`src/rtl/quantum_pkg.sv`:
```
// Shared quantum-controller types: issue-stage FUNCT3 encodings and the pulse descriptor
// handed from the issue stage to the pulse scheduler.
package quantum_pkg;

  localparam logic [2:0] FUNCT3_PULSE = 3'b000;
  localparam logic [2:0] FUNCT3_WAIT  = 3'b001;
  localparam logic [2:0] FUNCT3_SYNC  = 3'b010;
  localparam logic [2:0] FUNCT3_MEAS  = 3'b011;

  localparam int PULSE_FIFO_DEPTH = 4;

  typedef struct packed {
    logic [31:0] pulse_mem_addr;
    logic [11:0] delay;
  } pulse_descriptor_t;

  typedef enum logic [1:0] {
    ST_IDLE  = 2'd0,
    ST_COUNT = 2'd1,
    ST_ISSUE = 2'd2
  } disp_state_t;

endpackage

```
`src/rtl/pulse_fifo.sv`:
```
// Pulse-descriptor FIFO: registered storage, head readable one cycle after push.
// Pushes while full are ignored; full/empty are decodes of the registered count.
module pulse_fifo
  import quantum_pkg::*;
#(
  parameter int DEPTH = PULSE_FIFO_DEPTH
) (
  input  logic                    clk,
  input  logic                    reset,
  input  logic                    push_vld,
  input  pulse_descriptor_t       push_dat,
  input  logic                    pop_vld,
  output pulse_descriptor_t       pop_dat,
  output logic                    full,
  output logic                    empty,
  output logic [$clog2(DEPTH):0]  count
);

  localparam int AW = $clog2(DEPTH);
  localparam logic [AW-1:0] PTR_ONE  = AW'(1);
  localparam logic [AW:0]   CNT_ONE  = (AW+1)'(1);
  localparam logic [AW:0]   FULL_CNT = (AW+1)'(DEPTH);

  pulse_descriptor_t mem [DEPTH];
  logic [AW-1:0]     wr_ptr;
  logic [AW-1:0]     rd_ptr;
  logic              push_ok;
  logic              pop_ok;

  assign full    = (count == FULL_CNT);
  assign empty   = (count == '0);
  assign push_ok = push_vld && !full;
  assign pop_ok  = pop_vld && !empty;
  assign pop_dat = mem[rd_ptr];

  // Storage carries no reset; only pointers and count define validity.
  always_ff @(posedge clk) begin
    if (push_ok) begin
      mem[wr_ptr] <= push_dat;
    end
  end

  always_ff @(posedge clk or posedge reset) begin
    if (reset) begin
      wr_ptr <= '0;
      rd_ptr <= '0;
      count  <= '0;
    end else begin
      if (push_ok) begin
        wr_ptr <= wr_ptr + PTR_ONE;
      end
      if (pop_ok) begin
        rd_ptr <= rd_ptr + PTR_ONE;
      end
      case ({push_ok, pop_ok})
        2'b10:   count <= count + CNT_ONE;
        2'b01:   count <= count - CNT_ONE;
        default: count <= count;
      endcase
    end
  end

endmodule

```
`src/rtl/pulse_scheduler.sv`:
```
// Pulse scheduler: queues descriptors, waits delay D, then holds pulse_start until pulse_ack.
// pulse_start rises D+1 cycles after the pop; pushes into a full queue are dropped and flag overflow.
module pulse_scheduler
  import quantum_pkg::*;
#(
  parameter int DEPTH = PULSE_FIFO_DEPTH
) (
  input  logic                    clk,
  input  logic                    reset,
  input  pulse_descriptor_t       pulse_descriptor,
  input  logic                    pulse_descriptor_valid,
  output logic                    pulse_register_full,
  output logic                    pulse_register_empty,
  output logic                    pulse_start,
  output logic [31:0]             pulse_addr,
  input  logic                    pulse_ack,
  output logic [$clog2(DEPTH):0]  occupancy,
  output logic                    overflow
);

  disp_state_t       state_q;
  disp_state_t       state_d;
  logic [11:0]       counter_q;
  logic [11:0]       counter_d;
  logic [31:0]       addr_q;
  logic [31:0]       addr_d;
  logic              fifo_pop_vld;
  pulse_descriptor_t fifo_head_dat;
  logic              fifo_full;
  logic              fifo_empty;

  pulse_fifo #(
    .DEPTH (DEPTH)
  ) u_pulse_fifo (
    .clk      (clk),
    .reset    (reset),
    .push_vld (pulse_descriptor_valid),
    .push_dat (pulse_descriptor),
    .pop_vld  (fifo_pop_vld),
    .pop_dat  (fifo_head_dat),
    .full     (fifo_full),
    .empty    (fifo_empty),
    .count    (occupancy)
  );

  always_ff @(posedge clk or posedge reset) begin
    if (reset) begin
      state_q   <= ST_IDLE;
      counter_q <= '0;
      addr_q    <= '0;
    end else begin
      state_q   <= state_d;
      counter_q <= counter_d;
      addr_q    <= addr_d;
    end
  end

  always_comb begin
    state_d      = state_q;
    counter_d    = counter_q;
    addr_d       = addr_q;
    fifo_pop_vld = 1'b0;
    case (state_q)
      ST_IDLE: begin
        if (!fifo_empty) begin
          fifo_pop_vld = 1'b1;
          addr_d       = fifo_head_dat.pulse_mem_addr;
          if (fifo_head_dat.delay == 12'd0) begin
            state_d = ST_ISSUE;
          end else begin
            state_d   = ST_COUNT;
            counter_d = fifo_head_dat.delay;
          end
        end
      end
      ST_COUNT: begin
        counter_d = counter_q - 12'd1;
        // Leaving at 1 (not 0) gives exactly D cycles in COUNT.
        if (counter_q <= 12'd1) begin
          state_d = ST_ISSUE;
        end
      end
      ST_ISSUE: begin
        if (pulse_ack) begin
          state_d = ST_IDLE;
        end
      end
      default: begin
        state_d = ST_IDLE;
      end
    endcase
  end

  // Sticky; the registered full flag is the pre-pop occupancy, so a same-cycle pop cannot save the push.
  always_ff @(posedge clk or posedge reset) begin
    if (reset) begin
      overflow <= 1'b0;
    end else if (pulse_descriptor_valid && fifo_full) begin
      overflow <= 1'b1;
    end
  end

  assign pulse_start          = (state_q == ST_ISSUE);
  assign pulse_addr           = addr_q;
  assign pulse_register_full  = fifo_full;
  assign pulse_register_empty = fifo_empty && (state_q == ST_IDLE);

endmodule

```
`config.mk`:
```
export PLATFORM = sky130hd
export DESIGN_NAME = pulse_scheduler
export DESIGN_NICKNAME = d
export VERILOG_FILES = /design/src/rtl/quantum_pkg.sv /design/src/rtl/pulse_fifo.sv /design/src/rtl/pulse_scheduler.sv
export SDC_FILE = /design/constraint.sdc
export NUM_CORES = 1
export LEC_CHECK = 0
export CAP_MARGIN = 30
export CORE_UTILIZATION = 55
export CTS_BUF_LIST = sky130_fd_sc_hd__clkbuf_16
export CTS_CLUSTER_DIAMETER = 60
export DETAILED_ROUTE_END_ITERATION = 16
export PLACE_DENSITY = 0.77
export SYNTH_ARGS = -nofsm -noshare
export SYNTH_HDL_FRONTEND = slang
export SYNTH_SLANG_ARGS = --single-unit
```
`constraint.sdc`:
```
create_clock -name clk -period 3.5 [get_ports clk]
set_clock_uncertainty 0.1 [all_clocks]
set_input_delay 0.35 -clock clk [delete_from_list [all_inputs] [get_ports clk]]
set_output_delay 0.35 -clock clk [all_outputs]
set_load 0.02 [all_outputs]
```
* After elaboration in Yosys (flattened, before gate mapping)
Memory sizes are Yosys's and may differ from the RTL's.
Cells that the tools add are included.
** Operators by class
- Add/subtract/negate cells :: 5
- Multipliers :: 0
- Div/mod/pow operators :: 0
- Order comparisons :: 1
- Eq/ne operators :: 9
- Shift operators :: 0
- Mux-type cells :: 13
- Bitwise logic cells :: 1
- Reductions and logical operators :: 14
** Operator list (number)
- two-way mux 12 bit :: 2
- one-hot mux 12 bit (2 select lines) :: 1
- <= comparator 12 x 1 -> 1 bit, second input constant :: 1
- logical NOT 12 bit :: 1
- subtractor 12 x 1 -> 12 bit, second input constant :: 1
- two-way mux 2 bit :: 4
- != test 2 bit, second input constant :: 3
- one-hot mux 2 bit (3 select lines) :: 1
- one-hot mux 3 bit (2 select lines) :: 1
- AND reduction 3 bit :: 2
- adder 2 x 1 -> 2 bit, second input constant :: 2
- == test 2 x 1 -> 1 bit, second input constant :: 2
- == test 2 bit, second input constant :: 2
- logical AND 1 bit :: 4
- two-way mux 1 bit :: 4
- nonzero test 2 bit :: 2
- adder 3 x 1 -> 3 bit, second input constant :: 1
- == test 3 bit, second input constant :: 1
- logical NOT 3 bit :: 1
- subtractor 3 x 1 -> 3 bit, second input constant :: 1
- logical NOT 1 bit :: 2
- logical NOT 2 bit :: 1
- != test 2 x 1 -> 1 bit, second input constant :: 1
- AND reduction 2 bit :: 1
- inverter 1 bit :: 1
** Storage, ports and cells
- Flip-flop bits (word level) :: 54
- Latch bits :: 0
- Bits in writable memories :: 176
- Memory bits (read-only) :: 0
- Bits of input ports :: 48
- Output and inout port bits :: 39
- Logic and storage cells :: 51
- Memories :: 1
** Memory list
- u_pulse_fifo.mem :: depth 4, width 44, rd ports 1, clocked after Yosys merged registers in 0, write ports 1, line pulse_fifo.sv:24 : pulse_descriptor_t mem [DEPTH];

* Depth between registers and ports, before layout
Gate-level depths: netlist of the first run.
- Depth after elaboration :: 6
- Depth in mapped cells :: 9

* By module
A second synthesis of the first run with hierarchy kept.
** Unflattened totals
- Cell total of the unflattened synthesis :: 460
- Area, all modules :: 9068.7 µm²
** By module, submodules not included
- pulse_fifo :: times used 1, cells each 268, area each 6840.3 µm²
- pulse_scheduler :: times used 1, cells each 192, area each 2228.4 µm²

* Worst setup path before layout of the first run
Ideal clock, no wire load.
- Path kind :: reg-to-reg
- Start point :: register u_pulse_fifo.count[0]
- End point :: memory u_pulse_fifo.mem[0][0] (netlist bit), enable pin
- Library setup time :: 406 ps
- Arrival :: 2179 ps
- Required time :: 2994 ps
- Slack :: 816 ps
- Stages on the path, launching flop included :: 5
- Clock period less this slack :: 2684 ps
- Cells stage by stage :: dfrtp_1 > nor3b_1 > nor2b_1 > clkbuf_1 > and2_1
** On the way
- Cells in the longest elaborated chain, start to end :: 5
** Ends and longest elaborated chain
- start: declaration :: line pulse_fifo.sv:16 : output logic [$clog2(DEPTH):0] count
- start signal: assignment :: line pulse_fifo.sv:56 : 2'b10: count <= count + CNT_ONE;
- start signal: assignment :: line pulse_fifo.sv:57 : 2'b01: count <= count - CNT_ONE;
- start signal: assignment :: line pulse_fifo.sv:58 : default: count <= count;
- == test 3 bit :: line pulse_fifo.sv:30 : assign full = (count == FULL_CNT);
- net pulse_register_full :: line pulse_scheduler.sv:12 : output logic pulse_register_full,
- logical NOT 1 bit :: line pulse_fifo.sv:32 : assign push_ok = push_vld && !full;
- logical AND 1 bit :: line pulse_fifo.sv:32
- two-way mux 1 bit :: line pulse_fifo.sv:38 : if (push_ok) begin
- two-way mux 1 bit (implied by the code) :: line pulse_fifo.sv:39 : mem[wr_ptr] <= push_dat;
- end: declaration :: line pulse_fifo.sv:24
The timed path passes the listed nets, and every way through them passes these cells.

* Worst setup path after layout of the first run
- Start point :: register u_pulse_fifo.rd_ptr[0]
- End point :: register counter_q[4]
** On the way
- Cells in the longest elaborated chain, start to end :: 4
- Elaborated cells between the ends (all ways) :: 7
- Classes of those cells :: eq/ne (1); mux (3); reduce/logical (2); memory (1)
** Ends and longest elaborated chain
- start: declaration :: line pulse_fifo.sv:26 : logic [AW-1:0] rd_ptr;
- start signal: assignment :: line pulse_fifo.sv:53 : rd_ptr <= rd_ptr + PTR_ONE;
- memory read (4 x 44 bit) (*)
- logical NOT 12 bit / two-way mux 12 bit (equally long branches) :: line pulse_scheduler.sv:68 : if (fifo_head_dat.delay == 12'd0) begin
- != test 2 bit (no source line) / two-way mux 12 bit (equally long branches)
- AND reduction 3 bit (no source line) / one-hot mux 12 bit (2 select lines) (equally long branches)
- end signal: assignment :: line pulse_scheduler.sv:53 : counter_q <= counter_d;
- end: declaration :: line pulse_scheduler.sv:23 : logic [11:0] counter_q;
Mark *: on every way between the ends. The rest lies on a longest branch, timed or not. The select of a mux whose other input is x is not followed.
A chain may end at the register's enable or synchronous reset.

==> results of run 1 <==
## registers in the layout, indices dropped and copies added, names as in the netlist
name / count
counter_q: 12
overflow: 1
pulse_addr: 32
state_q: 2
u_pulse_fifo.count: 3
u_pulse_fifo.mem: 176
u_pulse_fifo.rd_ptr: 2
u_pulse_fifo.wr_ptr: 2
## cells by family (layout without fill, tap and decap cells)
| group | after synthesis | count (layout) |
|---|---|---|
| compound gates | 45 | 45 |
| xor+xnor | 6 | 6 |
| fa+ha+maj | 8 | 8 |
| buf+inv | 30 | 145 |
| flops | 230 | 230 |
| mux | 77 | 77 |
| simple gates | 52 | 52 |
## cell usage in the layout, fill, tap and decap left out, drive strengths merged, types with 6 or more instances in the layout
master and count:
a21oi 14, buf 10, clkbuf 23, clkdlybuf4s50 86
clkinv 6, dfrtp 54, edfxtp 176, ha 7
inv 19, mux2 33, mux4 44, nand2 11
nor2 8, nor3 8, o21ai 15
## where the power goes
group / switching (mW) / internal, mW
clock: 0.925 / 1.25
sequential: 0.447 / 3.72
combinational: 1.50 / 1.48
## worst register-to-register path, cell delays in order, from the launching register on
cell and delay, ps:
dfrtp_4 730, mux4_2 610, nor4_2 460, a41oi_2 460, a21oi_1 290, a21oi_1 70
## layer usage
metal / part of all wire / global-route usage
met1: 0.41 / 0.296
met2: 0.50 / 0.364
met3: 0.060 / 0.0326
met4: 0.023 / 0.0678
met5: 0 / 0
## area by class of cell
class                           count  area (µm²)
Multi-Input combinational cell    188        2120
Clock buffer                       23         576
Timing Repair Buffer               96         986
Inverter                            9        33.8
Clock inverter                     17        92.6
Tap cell                          216         270
Sequential cell                   230        6640
Fill cell                         998        5110
## through the flow
| stage | util | std cells |
|---|---|---|
| final | 0.677 | 779 |
| after global routing | 0.677 | 779 |
| after floorplan | - | 448 |
| after global placement | 0.635 | 739 |
| after detailed placement | 0.635 | 739 |
| after CTS | 0.677 | 779 |
## worst max path at each step
stage	startpoint	endpoint	slack, ps	depth (start not counted)
CTS	u_pulse_fifo.rd_ptr[0]$_DFFE_PP0P_	counter_q[5]$_DFFE_PP0P_	650	5
global route	u_pulse_fifo.rd_ptr[0]$_DFFE_PP0P_	counter_q[4]$_DFFE_PP0P_	460	5
detailed placement	u_pulse_fifo.rd_ptr[0]$_DFFE_PP0P_	counter_q[4]$_DFFE_PP0P_	660	5
floorplan	u_pulse_fifo.count[0]$_DFFE_PP0P_	u_pulse_fifo.mem[0][0]$_DFFE_PP_	820	4
global placement	u_pulse_fifo.rd_ptr[0]$_DFFE_PP0P_	counter_q[0]$_DFFE_PP0P_	780	5
finish	u_pulse_fifo.rd_ptr[0]$_DFFE_PP0P_	counter_q[4]$_DFFE_PP0P_	640	5
==> metrics.md, run 1 <==
| Metric | Value |
|---|---|
| Placed cell area | roughly 0.01 mm² |
| Core Box Area | about 0.016 mm² |
| Fin worst setup slack | between 600 and 700 ps |
| Post-Route WL | approximately 17 mm |
| Hold Vio Cnt, Final | 0 |
| Yosys reg bits | between 200 and 250 |
| # setup viols final | 0 |
| Root Buffer | clkbuf_16 |
| Lkg Pwr | 3.73 nW |
| Setup_tns | 0 ps |
| Fin. max-slew vios | 0 |
| Critical Path Fanout Max | 23 |
| Max Fclk | roughly 350 MHz |
| R2r setup slk | approximately 640 ps |
| R2r worst-path depth | 5 |
| Crit path arrival time | 3090 ps |
| Post_cts resized | 0 |
| Xor/xnor share of the synthesized area | 0.00591 |
| Synth top cells by count | edfxtp_1, dfrtp_1, mux4_2 |
| Row cnt | 46 |
| WP buf/inv | 0 |
| Worst-case clock buffer depth | 3 |
| CP cell instances | mux4_2 -> nor4_2 -> a41oi_2 -> a21oi_1 -> a21oi_1 |
| Initial antenna violation count | 0 |
| Post-Synth Simple-Gate Area | 0.0338 |
| Sink Count | 230 |
| Synth warn | 0 |
| RSZ-0062 raised after global routing | false |
| Worst VDD drop | 0.629 mV |
| N_diodes | 0 |
| Hold_ws | around 230 ps |
| Port Buffers | 86 |
| Slew headroom | 0.400 |
| Final instance area | between 0.01 and 0.015 mm² |
| Status | complete, no violations |
| Post-CTS repair timing setup buffer count | 0 |
| Max stage delay on crit path | between 700 and 800 ps |
| Starting Density | 0.562 |
| Unique masters post-synth | 44 |
| Synth top area share | 0.594 |
| Slew @ Worst Pin | 898 ps |
| Register area share after synthesis | 0.746 |
| Worst skew pair latency | 490 ps |
| R2r startpoint | u_pulse_fifo.rd_ptr[0]$_DFFE_PP0P_ |
| Chip width | between 100 and 150 µm |
| Place WS | 655 ps |
| DR WL/cell | around 22 µm |
| Min-delay worst type | in2async |
| Placer congestion estimate | around 0.81 |
| Drt pass-1 iters | 5 |
| Final min period | around 2900 ps |
| Die span in y | 129 µm |
| Via count of the first global-routing pass | slightly below 5k |
| Reg-to-reg endpoint | counter_q[4]$_DFFE_PP0P_ |
| Critical path's slowest cell | dfrtp_4 |
| Initial detailed-routing violation count | approximately 430 |
| HPWL after DPL | between 9 and 10 mm |
| Critical path's top delay family | compound AO/OA/AOI/OAI gates |
| Vias per Instance | 5.83 |
| Ys flop type | edfxtp_1 |
| Async set-reset flop share out of synthesis | 0.235 |
| Synthesized cell area | between 0.008 and 0.009 mm² |
| Cts hold-fix bufs | 0 |
| EDFF count, synth | around 180 |
| Endpoint class of the critical path | flop |
| DRC | 0 |
| Area Growth Syn to Fin | 20.5% |
| Largest family of logic cells by synthesized area | multiplexers |
| Area contributors post-synth | edfxtp_1, dfrtp_1, mux4_2, mux2_2, ha_1 |
| Num CTS Buffers | 22 |
| Clock-pin transition on the worst setup and hold timing paths | ~60 ps |
| DR vias | between 4k and 5k |
| DRT antenna net count | 0 |
| All-Layer GR Usage | 0.216 |
| Adder-cell area share of the yosys netlist | 0.0121 |
| Critical path's most frequent cell | a21oi_1 |
| Largest area contributor in the netlist | edfxtp_1 |
| TritonCTS clock tree | done |
| Mean Syn Cell Area | approximately 20 µm² |
| Final net count | 603 |
| Worst setup SP type | flop |
| First-pass GRT wire length | roughly 27 mm |
| Most numerous cell in the Yosys netlist | edfxtp_1 |
| Pwr dens | 871 mW/mm² |
| Gr ovfl total | 0 |
| Synth Net Count | just over 500 |
| Req. time, crit path | between 3000 and 4000 ps |
| Period utilisation layout | 0.817 |
| Cell count after synthesis | roughly 450 |
| Pin count of the biggest net entering global routing | between 40 and 50 |
| Total power | approximately 9.3 mW |
| Num ports | 87 |
| Die area | roughly 0.017 mm² |
| Max Cap Viol | 0 |
| Compound-gate portion of the synthesized area | 0.0321 |
| Layout cells sized above 1 | 0.226 |
| Type of the worst setup path | reg2reg |
| Mux share of post-synthesis cell area | 0.153 |
| H-tree Lvls | 1 |
Note: power is estimated with default switching activity, not from simulation.
==> inputs of run 2 (changes only) <==
--- a/config.mk
+++ b/config.mk
@@ -6,11 +6,11 @@
 export NUM_CORES = 1
 export LEC_CHECK = 0
 export CAP_MARGIN = 30
-export CORE_UTILIZATION = 55
+export CORE_UTILIZATION = 51
 export CTS_BUF_LIST = sky130_fd_sc_hd__clkbuf_16
 export CTS_CLUSTER_DIAMETER = 60
 export DETAILED_ROUTE_END_ITERATION = 16
-export PLACE_DENSITY = 0.77
+export PLACE_DENSITY = 0.75
 export SYNTH_ARGS = -nofsm -noshare
 export SYNTH_HDL_FRONTEND = slang
 export SYNTH_SLANG_ARGS = --single-unit
==> constraint.sdc (replaced) <==
create_clock -name clk -period 2.5 [get_ports clk]
set_clock_uncertainty 0.1 [all_clocks]
set_input_delay 0.25 -clock clk [delete_from_list [all_inputs] [get_ports clk]]
set_output_delay 0.25 -clock clk [all_outputs]
set_load 0.02 [all_outputs]
==> run 2 against run 1 <==
  * Sequential share of layout area is 1.0 points lower
  * Clock power increased by 53%
  * Core utilization down 2.9 points
  * Clock-buffer cell count did not move
  * Cell count up 2.2%
  * Combinational power rose by 42%
  * Power is 43% higher
  * Worst setup slack got worse by 530 ps
  * Critical path depth increased by 1
  * Critical path type unchanged
  * Largest cell class unchanged
==> metrics.md, run 2 (same netlist as run 1, synthesis figures left out) <==
| Metric | Value |
|---|---|
| Root Buffer | clkbuf_16 (unchanged) |
| Max reg flops | 176 (unchanged) |
| Grt met2 use | 0.319 (was 0.364) |
| Post-Route WL | 16.6 mm (was 17.1 mm) |
| HPWL after DPL | 9.59 mm (was 9.82 mm) |
| Critical path's most frequent cell | a21oi_1 (unchanged) |
| Slew headroom | 0.545 (was 0.400) |
| Num CTS Buffers | 23 (was 22) |
| Num ports | 87 (unchanged) |
| Commonest non-fill, non-tap cells in the layout | edfxtp_1, clkdlybuf4s50_1, dfrtp_1, mux4_2, mux2_2 (unchanged) |
| TritonCTS clock tree | done (unchanged) |
| Initial detailed-routing violation count | 243 (was 434) |
| Endpoint class of the critical path | flop (unchanged) |
| DRC | 0 (unchanged) |
| Total power | 13.4 mW (was 9.33 mW) |
| Row cnt | 47 (was 46) |
| Storage cell area | 0.00664 mm² (unchanged) |
| Place WS | 141 ps (was 655 ps) |
| Status | complete, no violations (unchanged) |
| Gr ovfl total | 0 (unchanged) |
| DRT antenna net count | 0 (unchanged) |
| Hold Vio Cnt, Final | 0 (unchanged) |
| Req. time, crit path | 2780 ps (was 3740 ps) |
| Crit path arrival time | 2660 ps (was 3090 ps) |
| GR Util met1 | 0.265 (was 0.296) |
| Type of the worst setup path | reg2reg (unchanged) |
| Post-CTS repair timing setup buffer count | 0 (unchanged) |
| Sink Count | 230 (unchanged) |
| Initial antenna violation count | 1 (was 0) |
| Layout cells sized above 1 | 0.250 (was 0.226) |
| Area Growth Syn to Fin | 22.5% (was 20.5%) |
| Placer congestion estimate | 0.883 (was 0.809) |
| Final net count | 614 (was 603) |
| RSZ-0062 raised after global routing | false (unchanged) |
| GRT busiest layer | met2 (unchanged) |
| Drt pass-1 iters | 5 (unchanged) |
| Pin count of the biggest net entering global routing | 45 (unchanged) |
| Starting Density | 0.529 (was 0.562) |
| Critical Path Fanout Max | 16 (was 23) |
| Fin. max-slew vios | 0 (unchanged) |
| Setup_tns | 0 ps (unchanged) |
| Period utilisation layout | 0.954 (was 0.817) |
| Min-delay worst type | in2reg (was in2async) |
| Final min period | 2380 ps (was 2860 ps) |
| Largest reg by FF count | u_pulse_fifo.mem (unchanged) |
| Met3 Use GR | 0.0438 (was 0.0326) |
| DR WL/cell | 20.8 µm (was 21.9 µm) |
| H-tree Lvls | 1 (unchanged) |
| Most common cell after layout, fill and taps aside | edfxtp_1 (unchanged) |
| All-Layer GR Usage | 0.194 (was 0.216) |
| Worst VDD drop | 0.759 mV (was 0.629 mV) |
| Lkg Pwr | 3.81 nW (was 3.73 nW) |
| Die area | 0.0180 mm² (was 0.0167 mm²) |
| CP cell instances | mux4_2 -> nor3_1 -> a41oi_2 -> buf_4 -> a21oi_1 -> a21oi_1 (was mux4_2 -> nor4_2 -> a41oi_2 -> a21oi_1 -> a21oi_1) |
| Worst skew pair latency | 500 ps (was 490 ps) |
| Critical path's slowest cell | dfrtp_4 (unchanged) |
| Die span in y | 134 µm (was 129 µm) |
| Multi-input combinational cell area | 0.00212 mm² (about the same) |
| Pwr dens | 1230 mW/mm² (was 871 mW/mm²) |
| Worst setup SP type | flop (unchanged) |
| Via count of the first global-routing pass | 4,720 (was 4,830) |
| Chip width | 134 µm (was 129 µm) |
| Max Cap Viol | 0 (unchanged) |
| DR vias | 4,550 (was 4,545) |
| # setup viols final | 0 (unchanged) |
| Port Buffers | 86 (unchanged) |
| Core Box Area | 0.0168 mm² (was 0.0158 mm²) |
| Worst-case clock buffer depth | 3 (unchanged) |
| Hold_ws | 260 ps (was 234 ps) |
| Slew @ Worst Pin | 683 ps (was 898 ps) |
| Max stage delay on crit path | 600 ps (was 730 ps) |
| Max Fclk | 419 MHz (was 350 MHz) |
| Vias per Instance | 5.72 (was 5.83) |
| First-pass GRT wire length | 26.2 mm (was 26.6 mm) |
| Clock-pin transition on the worst setup and hold timing paths | 60 ps (about the same) |
| Fin worst setup slack | 115 ps (was 641 ps) |
| Fillers | 1,151 (was 998) |
==> run 2: cell types whose count changed in the layout (fill, tap and decap cells not counted), moves of 2 or more <==
cell / previous run / this run
buf_4: 6 / 14
bufinv_16: 1 / 3
clkinv_1: 4 / 2
clkinv_2: 2 / 5
inv_1: 18 / 15
==> run 2: final cells by class <==
cell class | count | area share
repair buffers | 106 | 0.0987
well taps | 220 | 0.0253
inverters | 9 | 0.00310
clock buffers | 23 | 0.0528
multi-input cells | 188 | 0.195
clock inverters | 19 | 0.0153
flip-flops and latches | 230 | 0.610
diodes | 1 | 0.000230
==> run 2: worst paths after layout <==
check	start	endpoint	slack, ps	depth (start not counted)
max in group asynchronous	reset	u_pulse_fifo.rd_ptr[1]$_DFFE_PP0P_	1100	4
min in group asynchronous	reset	pulse_addr[1]$_DFFE_PP0P_	530	3
worst min register to register	overflow$_DFFE_PP0P_	overflow$_DFFE_PP0P_	350	1
worst min-delay path	pulse_descriptor_valid	overflow$_DFFE_PP0P_	260	2
worst max-delay path	u_pulse_fifo.rd_ptr[0]$_DFFE_PP0P_	counter_q[6]$_DFFE_PP0P_	120	6
worst max register to register	u_pulse_fifo.rd_ptr[0]$_DFFE_PP0P_	counter_q[6]$_DFFE_PP0P_	120	6
==> run 2: stage by stage <==
step,area [µm²],util,instances
2_1_floorplan,8900,-,448
3_3_place_gp,10100,0.603,752
3_5_place_dp,10100,0.603,752
4_1_cts,10900,0.647,795
5_1_grt,10900,0.647,795
6_report,10900,0.648,796
==> run 2: power breakdown <==
part / total (mW) / internal (mW) / switching [mW]
Combinational: 4.24 / 2.14 / 2.10
Clock: 3.33 / 1.98 / 1.35
Sequential: 5.78 / 5.21 / 0.569
==> run 2: layer usage <==
layer / vias up / routed length (µm)
li1: 2008 / -
met3: 28 / 970
met5: - / 0
met2: 144 / 8350
met4: 0 / 281
met1: 2370 / 6970
==> run 2: timing repair <==
action	CTS	global route
hold buffers	1	0
setup endpoints to repair	1	0
resized for setup	1	0
endpoints found under the hold margin	11	0
==> run 2: critical path: cells and delay by family, from the launching register on <==
family	cells	cell delay [ps]
buffers and inverters	1	220
and+or+nand+nor	1	360
AOI/OAI and AO/OA	3	390
muxes	1	580
DFF	1	600
